**src/rtl/bus_arbiter_pkg.sv**
```systemverilog
// Shared types and defaults for the system-bus arbiter (FSM state codes, sizing helpers).
// Latency: none (declarations only).
// Backpressure: n/a.
package bus_arbiter_pkg;

  // Arbiter FSM state codes.
  typedef enum logic {
    ARB_IDLE = 1'b0,
    ARB_BUSY = 1'b1
  } arb_state_t;

  localparam int MASTER_NUM_DEF  = 4;    // core + UART loader + JTAG debug + spare
  localparam int TIMEOUT_CYC_DEF = 255;  // watchdog limit, legal range 1..255
  localparam int WDOG_W          = 8;    // wide enough for the largest legal limit

  // Width of a master index; a single master still gets a 1-bit index.
  function automatic int idx_width(input int n);
    return (n > 1) ? $clog2(n) : 1;
  endfunction

endpackage

```
**src/rtl/bus_arbiter_pick.sv**
```systemverilog
// Combinational request picker: first set request found searching upward (with wrap) from ptr.
// Latency: 0 cycles (pure combinational).
// Backpressure: n/a; the caller decides when the pick is consumed.
//
// Ports:
//   req   - request vector
//   ptr   - search start index (in search order)
//   pick  - one-hot selected request (0 when none)
//   idx   - index of the selected request (0 when none)
//   found - at least one request is set
// HIGH_FIRST=1 reverses the search order so that, with ptr=0, the highest index wins.
module arb_pick
  import bus_arbiter_pkg::*;
#(
  parameter int N          = 4,
  parameter bit HIGH_FIRST = 1'b0,
  localparam int IW        = idx_width(N)
) (
  input  logic [N-1:0]  req,
  input  logic [IW-1:0] ptr,
  output logic [N-1:0]  pick,
  output logic [IW-1:0] idx,
  output logic          found
);

  logic [N-1:0]  req_ord;
  logic [N-1:0]  pick_ord;
  logic [IW-1:0] idx_ord;
  logic [IW-1:0] pos;

  // Map requests into search order.
  always_comb begin
    for (int i = 0; i < N; i++) begin
      req_ord[i] = HIGH_FIRST ? req[N-1-i] : req[i];
    end
  end

  // Rotating first-one search starting at ptr.
  always_comb begin
    pick_ord = '0;
    idx_ord  = '0;
    found    = 1'b0;
    pos      = '0;
    for (int k = 0; k < N; k++) begin
      pos = IW'((int'(ptr) + k) % N);
      if (!found && req_ord[pos]) begin
        found         = 1'b1;
        pick_ord[pos] = 1'b1;
        idx_ord       = pos;
      end
    end
  end

  // Map the result back to request numbering.
  always_comb begin
    for (int i = 0; i < N; i++) begin
      pick[i] = HIGH_FIRST ? pick_ord[N-1-i] : pick_ord[i];
    end
    if (!found) begin
      idx = '0;
    end else if (HIGH_FIRST) begin
      idx = IW'(N - 1) - idx_ord;
    end else begin
      idx = idx_ord;
    end
  end

endmodule

```
**src/rtl/bus_arbiter.sv**
```systemverilog
// System-bus arbiter: grants one master at a time and holds the grant until slave ack, abort or watchdog expiry.
// Latency: grant registered 1 cycle after request; always one idle bubble cycle between grants.
// Backpressure: masters hold req_i until ack; hold_flag_o stalls the core pipeline while it is kept off the bus.
//
// Ports:
//   clk, rst     - clock; synchronous active-high reset
//   req_i        - per-master level request (index 0 = core)
//   s_ack_i      - slave completion pulse for the current transaction
//   gnt_o        - registered one-hot grant
//   owner_o      - index of the granted master (0 when idle)
//   busy_o       - bus owned
//   hold_flag_o  - core requests but does not own the bus, or another master owns it
//   timeout_o    - one-cycle pulse when the watchdog forces a release
// Build option: define ARB_ROUND_ROBIN_EN for round-robin arbitration; default is fixed priority (highest index wins).
module bus_arbiter
  import bus_arbiter_pkg::*;
#(
  parameter int MASTER_NUM  = MASTER_NUM_DEF,
  parameter int TIMEOUT_CYC = TIMEOUT_CYC_DEF,
  localparam int IW         = idx_width(MASTER_NUM)
) (
  input  logic                  clk,
  input  logic                  rst,
  input  logic [MASTER_NUM-1:0] req_i,
  input  logic                  s_ack_i,
  output logic [MASTER_NUM-1:0] gnt_o,
  output logic [IW-1:0]         owner_o,
  output logic                  busy_o,
  output logic                  hold_flag_o,
  output logic                  timeout_o
);

  // Watchdog value seen on the last permitted BUSY cycle.
  localparam logic [WDOG_W-1:0] WD_LAST = WDOG_W'(TIMEOUT_CYC - 1);

  arb_state_t            state_q;
  arb_state_t            state_d;
  logic [MASTER_NUM-1:0] gnt_q;
  logic [IW-1:0]         owner_q;
  logic                  timeout_q;
  logic [WDOG_W-1:0]     wdog_q;

  logic [MASTER_NUM-1:0] pick;
  logic [IW-1:0]         pick_idx;
  logic                  pick_vld;
  logic [IW-1:0]         ptr;

  logic in_busy;
  logic owner_req;
  logic ack_done;
  logic abort;
  logic expire;
  logic release_ok;

  assign in_busy   = (state_q == ARB_BUSY);
  assign owner_req = |(req_i & gnt_q);
  // Ack wins over a simultaneous request drop or watchdog expiry; an abort suppresses the timeout.
  assign ack_done   = in_busy && s_ack_i;
  assign abort      = in_busy && !s_ack_i && !owner_req;
  assign expire     = in_busy && !s_ack_i && owner_req && (wdog_q == WD_LAST);
  assign release_ok = ack_done || abort;

`ifdef ARB_ROUND_ROBIN_EN
  logic [IW-1:0] rr_ptr_q;

  // Next search starts just above the last owner; a timed-out master keeps its turn position.
  always_ff @(posedge clk) begin
    if (rst) begin
      rr_ptr_q <= '0;
    end else if (release_ok) begin
      rr_ptr_q <= (owner_q == IW'(MASTER_NUM - 1)) ? '0 : owner_q + 1'b1;
    end
  end

  assign ptr = rr_ptr_q;

  arb_pick #(.N(MASTER_NUM), .HIGH_FIRST(1'b0)) u_pick (
    .req   (req_i),
    .ptr   (ptr),
    .pick  (pick),
    .idx   (pick_idx),
    .found (pick_vld)
  );
`else
  // Fixed priority: reversed search order from a constant zero start.
  assign ptr = '0;

  arb_pick #(.N(MASTER_NUM), .HIGH_FIRST(1'b1)) u_pick (
    .req   (req_i),
    .ptr   (ptr),
    .pick  (pick),
    .idx   (pick_idx),
    .found (pick_vld)
  );
`endif

  // State register.
  always_ff @(posedge clk) begin
    if (rst) begin
      state_q <= ARB_IDLE;
    end else begin
      state_q <= state_d;
    end
  end

  // Next-state logic. Ack in IDLE is ignored; BUSY never re-arbitrates.
  always_comb begin
    state_d = state_q;
    case (state_q)
      ARB_IDLE: if (pick_vld) state_d = ARB_BUSY;
      ARB_BUSY: if (release_ok || expire) state_d = ARB_IDLE;
      default:  state_d = ARB_IDLE;
    endcase
  end

  // Grant/owner, watchdog and timeout registers.
  always_ff @(posedge clk) begin
    if (rst) begin
      gnt_q     <= '0;
      owner_q   <= '0;
      timeout_q <= 1'b0;
      wdog_q    <= '0;
    end else begin
      timeout_q <= expire;
      if (!in_busy && pick_vld) begin
        gnt_q   <= pick;
        owner_q <= pick_idx;
      end else if (state_d == ARB_IDLE) begin
        gnt_q   <= '0;
        owner_q <= '0;
      end
      // Zero on every entry to BUSY; counts the BUSY cycles already spent.
      wdog_q <= (in_busy && state_d == ARB_BUSY) ? wdog_q + 1'b1 : '0;
    end
  end

  // Outputs.
  always_comb begin
    gnt_o       = gnt_q;
    owner_o     = owner_q;
    busy_o      = in_busy;
    timeout_o   = timeout_q;
    hold_flag_o = (req_i[0] && !gnt_q[0]) || (in_busy && (owner_q != '0));
  end

endmodule

```
**config.mk**
```make
export PLATFORM = sky130hd
export DESIGN_NAME = bus_arbiter
export DESIGN_NICKNAME = d
export VERILOG_FILES = /design/src/rtl/bus_arbiter_pkg.sv /design/src/rtl/bus_arbiter_pick.sv /design/src/rtl/bus_arbiter.sv
export SDC_FILE = /design/constraint.sdc
export NUM_CORES = 1
export LEC_CHECK = 0
export CORE_MARGIN = 3
export CORE_UTILIZATION = 50
export DETAILED_ROUTE_END_ITERATION = 10
export PLACE_DENSITY = 0.8
export SKIP_CTS_REPAIR_TIMING = 1
export SYNTH_ARGS = -nofsm -noshare
export SYNTH_HDL_FRONTEND = slang
export SYNTH_SLANG_ARGS = --single-unit
```
**constraint.sdc**
```tcl
create_clock -name clk -period 3.4 [get_ports clk]
set_input_delay 0.34 -clock clk [delete_from_list [all_inputs] [get_ports clk]]
set_output_delay 0.34 -clock clk [all_outputs]
set_load 0.005 [all_outputs]
```
==> impl_metrics.ini, run 1 <==
[timing]
period_needed_ns = 1.92
fmaxAchievable_mhz = 520
hold_viol_final = 0
finalClockSkew_ns = 0.00151
worst_pin_slew_ns = 0.662
finalSetupTns_ns = 0
finalSetupViolCount = 0
slew_headroom_pct = 55.8
grt_setup_unrepaired = false
fin_crit_sh_pct = 56.6
slew_violations = 0

[yosys]
synth_seq_area_share_pct = 46.1
synthTopCellsByArea = dfxtp_1 (46%), o21ai_0 (12%), nor3_1 (4.3%)
synth_fp_nets = 84
yosysTopAreaCellShare_pct = 46.1
synth_edf_count = 0
yosysTopAreaCell = dfxtp_1
synth.distinct_cells = 22
async_reset_ff_share_pct = 0
netlist_area_um2 = 694
synthCells = 75
synth-seq-cells = 16
netlist_top_cells_count = o21ai_0 (17), dfxtp_1 (16), nor3_1 (6)
synth_warnings = 0
synth_ff_type = dfxtp_1
synth.avg_cell_area_um2 = 9.26
synth.most_common_cell = o21ai_0

[floorplanning]
initial_core_util_pct = 57.8
die_h_um = 43.3
ios = 16
dieArea_um2 = 1870
die_w_um = 43.3
rows = 12
core_area_um2 = 1200

[cts]
htreeDepth = 1
cts.sinks = 16
cts.path.max_buffers = 2
clock-root-buffer = clkbuf_4
clock_latency_ns = 0.29
cts-buffers-inserted = 3
clk_pin_slew_ns = 0.08
cts_tree = done

[power_and_ir_drop]
sw_frac_of_total_pct = 22.7
ir_drop_mv = 0.243
power.share.combinational_pct = 10.3
intPower_uw = 254
p_leak_nw = 0.293
total_switching_power_uw = 74.3
seqPwrFrac_pct = 59.8
power.density_nw_per_um2 = 373
p_clk_share_pct = 29.9

[outcome]
outcome = completed

[global_routing]
antenna_found_initial = 0
grt_pass1_vias = 530
grt_overflow_total = 0
grtUsageTotal_pct = 18.1
grt_max_degree = 17
grt_pass1_wl_um = 2480

[cells_and_area]
nFillCells = 106
area_delta_synth_final_pct = 26.7
final_net_count = 103
antennaDiodeCount = 0
final_area_um2 = 880
drive_above_1_share_pct = 7.61

[run]
maxCapViolCount = 0

[place]
dp_hpwl_um = 1120
gp_congestion = 0.811
placed_area_um2 = 857
io_buffers = 15

[worst_setup_path]
arrival_ns = 1.58
cp_max_fo = 3
crit_required_ns = 3.06
end_kind = primary output
startpoint_type = primary input
r2r_setup_slack_ns = 1.92
criticalPathCategory = in -> out

[route]
final_antenna_net_count = 0
vias = 613
drc = 0
dr.pass1.iters = 4
drt-initial-drc-count = 11
drt_wl_total_um = 1490
wl_per_cell_um = 14.0
viasPerCell = 5.78

[hold_path]
hp-class = reg -> reg
[cell type report]
type,instances,area [um2],share of cell area (%)
clock buffers,3,22.5,2.56
multi-input cells,56,362,41.1
inverters,2,7.51,0.853
flip-flops and latches,16,320,36.4
well taps,14,17.5,1.99
repair buffers,15,150,17.1
[power groups by stage]
stage | Sequential, mW | Combinational, mW | Clock (mW)
2_1_floorplan | 0.200 | 0.0105 | 0
3_3_place_gp | 0.201 | 0.0331 | 0
3_5_place_dp | 0.200 | 0.0337 | 0
4_1_cts | 0.196 | 0.0339 | 0.101
5_1_grt | 0.197 | 0.0368 | 0.110
6_report | 0.196 | 0.0338 | 0.0981
[stage by stage]
| stage | total power [mW] | utilization (%) | hold WS [ns] | setup slack, ns | cells |
|---|---|---|---|---|---|
| after floorplan | 0.211 | - | 0.449 | 2.15 | 75 |
| after global placement | 0.234 | 71.4 | 0.482 | 1.41 | 103 |
| after detailed placement | 0.234 | 71.4 | 0.487 | 1.35 | 103 |
| after CTS | 0.331 | 73.2 | 0.500 | 1.47 | 106 |
| after global routing | 0.344 | 73.2 | 0.528 | 1.43 | 106 |
| final | 0.328 | 73.2 | 0.492 | 1.48 | 106 |
[layout by cell type, fill, tap and decap left out]
master / instances
o21ai_0: 17
dfxtp_1: 16
clkdlybuf4s50_1: 15
nor3_1: 6
nand3_1: 5
nand2_1: 4
nor2_1: 3
or3_1: 3
clkbuf_4: 3
inv_1: 2
a22o_1: 2
o32ai_1: 2
a211oi_1: 2
xor2_1: 2
ha_1: 2
o211ai_2: 1
nand4_4: 1
nor2_2: 1
a211oi_2: 1
nand3b_1: 1
nor2b_1: 1
xnor2_1: 1
o41ai_1: 1
[per-layer routing]
metal	global-route usage, %	share of wire, %	vias to the layer above
met4	9.04	2.0	0
li1	-	-	317
met5	0	0	-
met1	24.6	49	281
met3	6.36	4.7	4
met2	24.8	44	11
[worst paths after layout]
| path | start | endpoint | cells after the start |
|---|---|---|---|
| setup / recovery | req_i[0] | hold_flag_o | 4 |
| hold / removal | wdog_q[0] | wdog_q[0] | 1 |
| setup reg to reg | gnt_o[0] | gnt_o[2] | 3 |
| hold reg to reg | wdog_q[0] | wdog_q[0] | 1 |
[critical path, stage by stage]
cell and delay [ns]:
clkdlybuf4s50_1 0.51, inv_1 0.07, o21ai_0 0.15, clkdlybuf4s50_1 0.52
[flip-flops by register name, indices dropped and copies added, names as in the netlist]
register and cells:
owner_o 2, gnt_o 4, timeout_o 1, busy_o 1
wdog_q 8
[logic make-up after synthesis]
logic type,count (synthesis),synth area share (%)
flops,16,46.1
buf+inv,3,1.80
compound gates,26,24.3
fa+ha+maj,2,3.60
xor+xnor,3,3.78
simple gates,25,20.4
No activity file was read; power rests on OpenSTA's default activity.
==> run 2: changes to the inputs <==
--- a/config.mk
+++ b/config.mk
@@ -5,10 +5,11 @@
 export SDC_FILE = /design/constraint.sdc
 export NUM_CORES = 1
 export LEC_CHECK = 0
+export CORE_ASPECT_RATIO = 0.9
 export CORE_MARGIN = 3
-export CORE_UTILIZATION = 50
+export CORE_UTILIZATION = 46
 export DETAILED_ROUTE_END_ITERATION = 10
-export PLACE_DENSITY = 0.8
+export PLACE_DENSITY = 0.74
 export SKIP_CTS_REPAIR_TIMING = 1
 export SYNTH_ARGS = -nofsm -noshare
 export SYNTH_HDL_FRONTEND = slang
==> constraint.sdc (replaced) <==
create_clock -name clk -period 1.9 [get_ports clk]
set_input_delay 0.19 -clock clk [delete_from_list [all_inputs] [get_ports clk]]
set_output_delay 0.19 -clock clk [all_outputs]
set_load 0.005 [all_outputs]
==> run 2 against run 1 <==
Combinational power increased by 81%. Clock-buffer cell count is the same. Via count up 1.5%. Non-clock buffer count increased by 2. First-iteration DRC count is 9.1% lower. Cell count rose by 1.9%. Routed wire length about the same. Highest routed layer unchanged.
==> impl_metrics.ini, run 2 (synthesis results as in run 1) <==
[outcome]
outcome = completed

[place]
dpl_worst_slack_ns = 0.289
io_buffers = 15
dp_hpwl_um = 1120
gp_congestion = 0.751

[global_routing]
antenna_found_initial = 0
grt_pass1_wl_um = 2720
grt_overflow_total = 0
grtUsageTotal_pct = 19.4
grt_max_degree = 11
grt_pass1_vias = 584

[route]
vias = 622
drc = 0
viasPerCell = 5.76
dr.pass1.iters = 4
final_antenna_net_count = 0
wl_per_cell_um = 13.8
drt-initial-drc-count = 10
drt_wl_total_um = 1490

[worst_setup_path]
slowest_delay_ns = 0.52
crit_path_frequent_cell = o21ai_0
critPathTopFamily = buffers and inverters
crit_required_ns = 1.71
cp.buffers_inverters = 1
end_kind = primary output
slowest_stage = clkdlybuf4s50_1
startpoint_type = flop
worstPathCellList = o21ai_0 -> o21ai_0 -> clkdlybuf4s50_1
arrival_ns = 1.44
criticalPathCategory = reg -> out
cp_max_fo = 5

[cts]
cts_tree = done
cts.sinks = 16
cts-buffers-inserted = 3
clock_latency_ns = 0.28
htreeDepth = 1
cts.path.max_buffers = 2
clock-root-buffer = clkbuf_4
clk_pin_slew_ns = 0.08

[floorplanning]
rows = 12
die_h_um = 42.9
die_w_um = 47.0
dieArea_um2 = 2010
ios = 16
initial_core_util_pct = 52.6
core_area_um2 = 1320

[timing]
finalSetupViolCount = 0
fmaxAchievable_mhz = 614
grt_setup_unrepaired = false
fin_crit_sh_pct = 85.7
worst_slack_ns = 0.271
slew_violations = 0
slew_headroom_pct = 74.9
worst_pin_slew_ns = 0.376
hold_viol_final = 0
finalSetupTns_ns = 0
period_needed_ns = 1.63
finalClockSkew_ns = 0.000538

[power_and_ir_drop]
p_leak_nw = 0.301
ir_drop_mv = 0.571
fin_total_pwr_uw = 582
power.density_nw_per_um2 = 651

[cells_and_area]
area_delta_synth_final_pct = 28.8
layout_commonest_cell = o21ai_0
final_net_count = 105
top_register = wdog_q
drive_above_1_share_pct = 9.57
layout_common_cells = o21ai_0 (17), dfxtp_1 (16), clkdlybuf4s50_1 (15), nor3_1 (6), nand3_1 (5)
antennaDiodeCount = 0
nFillCells = 112
largest_reg_flops = 8
post-route-util_pct = 67.7

[run]
maxCapViolCount = 0

[hold_path]
hp-class = reg -> reg
[run 2: changes by cell type in the layout (fill, tap and decap cells not counted), sizes merged]
cell  change
buf       +2
[run 2: per-stage QoR]
step	std cells	hold WS, ns	area (um2)
after floorplan	75	0.299	694
after global placement	105	0.472	872
after detailed placement	105	0.478	872
after CTS	108	0.490	895
after global routing	108	0.530	895
final	108	0.489	895
[run 2: worst paths after layout]
| path | startpoint | end | slack [ns] | depth (start not counted) |
|---|---|---|---|---|
| max reg2reg | wdog_q[0] | busy_o | 0.50 | 5 |
| min reg2reg | wdog_q[0] | wdog_q[0] | 0.49 | 1 |
| max | busy_o | hold_flag_o | 0.27 | 3 |
| min | wdog_q[0] | wdog_q[0] | 0.49 | 1 |
[run 2: area by class of cell]
class	instances	area (um2)	share of cell area, %
clock buffers	3	22.5	2.52
multi-input cells	56	362	40.4
repair buffers	17	165	18.5
inverters	2	7.51	0.839
well taps	14	17.5	1.96
flip-flops and latches	16	320	35.8
[run 2: power breakdown]
group | leakage (nW) | total (mW) | internal [mW] | switching [mW]
Clock | 0.0138 | 0.170 | 0.0737 | 0.0962
Combinational | 0.157 | 0.0611 | 0.0372 | 0.0239
Sequential | 0.130 | 0.351 | 0.344 | 0.00733
[run 2: metal layers]
metal  global-route usage [%]  wire (um)
met1                     27.2        707
met2                     24.7        672
met3                     9.32         87
met4                     8.29         21
met5                        0          0
